`config.mk`:
```
export PLATFORM = sky130hd
export DESIGN_NAME = idli_slice_rx_m
export DESIGN_NICKNAME = d
export VERILOG_FILES = /design/src/rtl/idli_pkg.sv /design/src/rtl/idli_slice_rx_m.sv
export SDC_FILE = /design/constraint.sdc
export NUM_CORES = 1
export LEC_CHECK = 0
export ABC_AREA = 1
export ABC_CLOCK_PERIOD_IN_PS = 2000
export CORE_ASPECT_RATIO = 1.5
export CORE_MARGIN = 4
export CORE_UTILIZATION = 50
export DETAILED_ROUTE_END_ITERATION = 8
export PLACE_DENSITY = 0.7
export SYNTH_ARGS = -nofsm -noshare
export SYNTH_HDL_FRONTEND = slang
export SYNTH_SLANG_ARGS = --single-unit
```
`constraint.sdc`:
```
create_clock -name i_srx_gck -period 2 [get_ports i_srx_gck]
set_input_delay 0.4 -clock i_srx_gck [delete_from_list [all_inputs] [get_ports i_srx_gck]]
set_output_delay 0.4 -clock i_srx_gck [all_outputs]
set_load 0.005 [all_outputs]
```
`src/rtl/idli_pkg.sv`:
```
// Shared widths and types for the idli nibble-serial datapath.
package idli_pkg;

  typedef logic [3:0]  slice_t;
  typedef logic [1:0]  ctr_t;
  typedef logic [15:0] word_t;

  // Slice-receiver collector states, kept as plain constants so older
  // blocks that compare against raw codes still line up.
  typedef logic [1:0] srx_state_t;
  localparam srx_state_t SRX_IDLE    = 2'd0;
  localparam srx_state_t SRX_COLLECT = 2'd1;
  localparam srx_state_t SRX_FULL    = 2'd2;

endpackage

```
`src/rtl/idli_slice_rx_m.sv`:
```
// Gathers four LSB-first nibble slices into a 16-bit word and presents it
// to a parallel consumer through a one-word valid/ready holding stage.
module idli_slice_rx_m
  import idli_pkg::*;
(
  input  logic        i_srx_gck,
  input  logic        i_srx_rst,
  input  logic        i_srx_vld,
  input  logic [1:0]  i_srx_ctr,
  input  logic [3:0]  i_srx_in,
  output logic        o_srx_stall,
  output logic        o_srx_vld,
  input  logic        i_srx_rdy,
  output logic [15:0] o_srx_data,
  output logic        o_srx_err,
  input  logic        i_srx_clr
);

  srx_state_t state;
  ctr_t       nxt_ctr;
  word_t      collector;
  logic       hold_vld;
  word_t      hold_data;
  logic       err;

  ctr_t  exp_ctr;
  logic  drain;
  logic  seq_hit;
  logic  err_set;
  word_t done_word;

  always_comb begin
    exp_ctr   = (state == SRX_IDLE) ? 2'd0 : nxt_ctr;
    drain     = hold_vld & i_srx_rdy;
    seq_hit   = i_srx_vld & (i_srx_ctr == exp_ctr);
    // Any slice arriving while FULL is an overflow; otherwise a wrong index.
    err_set   = i_srx_vld & ((state == SRX_FULL) | (i_srx_ctr != exp_ctr));
    done_word = {i_srx_in, collector[11:0]};
  end

  // NOTE: all state updates use non-blocking assignments; later assignments
  // in the same block override earlier defaults, which the drain logic uses.
  always_ff @(posedge i_srx_gck) begin
    if (i_srx_rst) begin
      state     <= SRX_IDLE;
      nxt_ctr   <= 2'd0;
      collector <= '0;
      hold_vld  <= 1'b0;
      hold_data <= '0;
      err       <= 1'b0;
    end else begin
      err <= err_set | (err & ~i_srx_clr);

      if (drain)
        hold_vld <= 1'b0;

      case (state)
        SRX_IDLE, SRX_COLLECT: begin
          if (seq_hit) begin
            if (i_srx_ctr == 2'd3) begin
              if (!hold_vld || drain) begin
                hold_data <= done_word;
                hold_vld  <= 1'b1;
                collector <= '0;
                state     <= SRX_IDLE;
              end else begin
                collector <= done_word;
                state     <= SRX_FULL;
              end
            end else begin
              collector[{i_srx_ctr, 2'b00} +: 4] <= i_srx_in;
              nxt_ctr <= i_srx_ctr + 2'd1;
              state   <= SRX_COLLECT;
            end
          end else if (i_srx_vld) begin
            // Out-of-order slice: a fresh index 0 restarts, anything else aborts.
            if (i_srx_ctr == 2'd0) begin
              collector <= {12'h000, i_srx_in};
              nxt_ctr   <= 2'd1;
              state     <= SRX_COLLECT;
            end else begin
              collector <= '0;
              state     <= SRX_IDLE;
            end
          end
        end

        SRX_FULL: begin
          if (drain) begin
            hold_data <= collector;
            hold_vld  <= 1'b1;
            collector <= '0;
            state     <= SRX_IDLE;
          end
        end

        default: begin
          collector <= '0;
          state     <= SRX_IDLE;
        end
      endcase
    end
  end

  assign o_srx_stall = (state == SRX_FULL);
  assign o_srx_vld   = hold_vld;
  assign o_srx_data  = hold_data;
  assign o_srx_err   = err;

endmodule

```
==> summary.txt, run 1 <==
Status
  • Outcome: finished clean

Final layout
  • Final core utilization: 70.7%
  • Commonest non-fill, non-tap cell in the layout: nand2_1
  • Synth-to-Final Area Change: 33.4%
  • Design area: 2850 sq um
  • Final Non-Filler Cells: 440
  • Nets@finish: 412
  • Most frequent cells in the layout: nand2_1 (94), nor2_1 (55), buf_4 (39)
  • Diode count: 0
  • Layout cell share with drive strength beyond 1: 18.0%
  • Fillers: 358

Clocking
  • Max Buffers Root-to-Sink: 2
  • Clk sink count: 38
  • H-tree depth: 2
  • Root Driver: clkbuf_8
  • Num CTS Buffers: 5
  • Reg clk slew, reported paths: 0.08 ns
  • Hold-fix buffers, CTS: 0
  • Clk_lat worst skew: 0.29 ns
  • CTS tree: built

Worst setup path
  • Crit-path cells: nand2_2 > clkinv_1 > clkdlybuf4s50_1
  • Worst EP arrival: 1.53 ns
  • Critical path fanouts, max: 5
  • CP Class: reg -> out
  • Worst Setup SP: state[1]$_SDFFE_PP0P_
  • Critical Path RT: 1.60 ns
  • CP endpoint kind: primary output
  • CP delay by family, top: buffers and inverters
  • Worst path slowest cell: clkdlybuf4s50_1
  • Crit path buf inv count: 2
  • Startpoint of the worst register-to-register path: state[1]$_SDFFE_PP0P_
  • Startpoint types: flop
  • Max incr delay on CP: 0.51 ns

Place
  • Routability Congestion: 0.948
  • Port Buffers: 29
  • Placed cell count: 430
  • Final HPWL DP: 4200 microns
  • DP Area: 2740 sq um
  • Post-place setup slack: -0.255 ns

Routing
  • ANT nets after route: 0
  • Vias: 2250
  • DR vias/cell: 5.11
  • Wire per inst: 12.2 microns
  • First drt pass iteration count: 5
  • Iteration-0 DRC Markers: 85
  • Final WL: 5380 microns
  • # DRC: 0

Global route
  • Grt met3 use: 4.57%
  • First-pass GRT wire length: 8850 microns
  • GR Util met1: 22.4%
  • Tot GR Track Use: 21.7%
  • Met2 Usage GRT: 39.2%
  • GR peak layer: met2
  • Largest net degree at the start of global routing: 21
  • GRT overflow: 0
  • Antenna violations before repair: 0
  • Vias in the first global route: 2089

Floorplan
  • # IOs: 30
  • Core area: 4030 sq um
  • Starting Density: 53.0%
  • Die H: 88.0 microns
  • Full die area: 5400 sq um
  • Row count: 28
  • Die X: 61.4 microns

Yosys
  • Post-synthesis mux area share: 0%
  • Main combinational cell family by area after synthesis: simple AND/OR/NAND/NOR gates
  • Post-synth cell types: 24
  • Synth Area in Simple Gates: 44.6%
  • Mapped Nets: 346
  • Mapped Area: 2130 sq um
  • Synth Area in Adders: 3.52%
  • Synth Area in Compound Gates: 8.73%
  • Post-Syn Instances: 329
  • Synthesized flop and latch total: 38
  • Post-synthesis sequential area ratio: 35.6%
  • Synth Warn #: 0
  • XOR/XNOR Fraction of Synth Area: 0%
  • Syn Area/Cell: 6.49 sq um

STA
  • Slew headroom: 80.5%
  • Final worst-path cycle share: 96.4%
  • F_max: 0.519 GHz
  • RSZ-0062 raised after global routing: no
  • Final setup violation count: 0
  • Post-layout min period: 1.93 ns
  • Worst Skew: 0.00599 ns
  • Final worst slack: 0.0714 ns
  • Hold Vio Cnt, Final: 0
  • Fin Setup TNS: 0 ns
  • Worst slew pin tran: 0.292 ns
  • Final Max Slew Viols: 0
  • WHS: 0.465 ns

Pwr
  • Switching Fraction: 27.6%
  • Clk network pwr share: 31.8%
  • Combinational power share: 18.1%
  • Reg power frac: 50.1%
  • Pwr dens: 557 nW/um^2
  • Psw: 438 uW
  • VDD IR max: 0.578 mV
  • P_leak: 1.33 nW
  • Final Power: 1.59 mW
  • P_int: 1.15 mW

Hold path
  • Hold Startpoint: collector[13]$_SDFFE_PP0P_
  • Hold Crit Class: reg -> reg

Run
  • Max Cap Viol: 0
## layout make-up
class	count	area [sq um]	area share, %
multi-input cells	253	1220	42.7
flip-flops and latches	38	761	26.7
repair buffers	71	637	22.4
inverters	26	97.6	3.43
clock buffers	5	68.8	2.42
well taps	45	56.3	1.98
clock inverters	2	10.0	0.352
## what timing repair did
action	4_1_cts	5_1_grt
buffers inserted	0	3
setup endpoints to repair	0	23
resized for setup	0	3
## registers in the layout (all words and copies together), names as in the netlist
signal,cells
collector,16
o_srx_data,16
nxt_ctr,2
state,2
o_srx_err,1
o_srx_vld,1
## cell usage after synthesis, drive strengths merged
library cell  count  area share, %
a21oi            29            6.8
nand3b           10            3.5
dfxtp            38             36
clkbuf            3           0.53
ha                6            3.5
nand4             5            1.5
nand2           103             19
o211ai            1           0.35
nor2             60             12
inv              25            4.4
nand3            25            6.6
clkinv            1           0.18
o21ai             6            1.6
buf               9            2.4
nor3              8            1.9
## kinds of logic (layout without fill, tap and decap cells)
logic type	Yosys count	after routing
buffers and inverters	38	104
adders and majority gates	6	6
and+or+nand+nor	211	211
AOI/OAI and AO/OA	36	36
DFF	38	38
## path summary, 6_finish.rpt
| check | cells after the start | end | slack (ns) |
|---|---|---|---|
| max | 3 | o_srx_stall | 0.07 |
| min reg2reg | 2 | collector[13]$_SDFFE_PP0P_ | 0.46 |
| min | 2 | collector[13]$_SDFFE_PP0P_ | 0.46 |
| max reg2reg | 11 | o_srx_data[11]$_SDFFE_PP0P_ | 0.24 |
## per-layer routing
| metal | vias up | share of wire [%] |
|---|---|---|
| li1 | 1181 | - |
| met1 | 981 | 40 |
| met2 | 68 | 52 |
| met3 | 20 | 4.1 |
| met4 | 0 | 3.8 |
| met5 | - | 0 |
## power groups by stage
stage | clock, mW | combinational, mW | sequential, mW
after CTS | 0.515 | 0.283 | 0.795
after global routing | 0.547 | 0.321 | 0.798
after detailed placement | 0 | 0.281 | 0.813
after global placement | 0 | 0.278 | 0.812
final | 0.505 | 0.288 | 0.795
after floorplan | 0 | 0.155 | 0.811
## worst register-to-register path: cells and delay by family, from the launching register on
| family | cells | cell delay [ns] |
|---|---|---|
| buffers and inverters | 2 | 0.26 |
| DFF | 1 | 0.45 |
| and+or+nand+nor | 8 | 0.92 |
| AOI/OAI and AO/OA | 1 | 0.07 |
Note: power is estimated with default switching activity, not from simulation.
==> inputs of run 2 (changes only) <==
CTS_CLUSTER_SIZE = 28   (was unset)
SKIP_LAST_GASP = 1   (was unset)
==> results of run 2 <==
Final layout, timing and power as in run 1 (identical DEF).
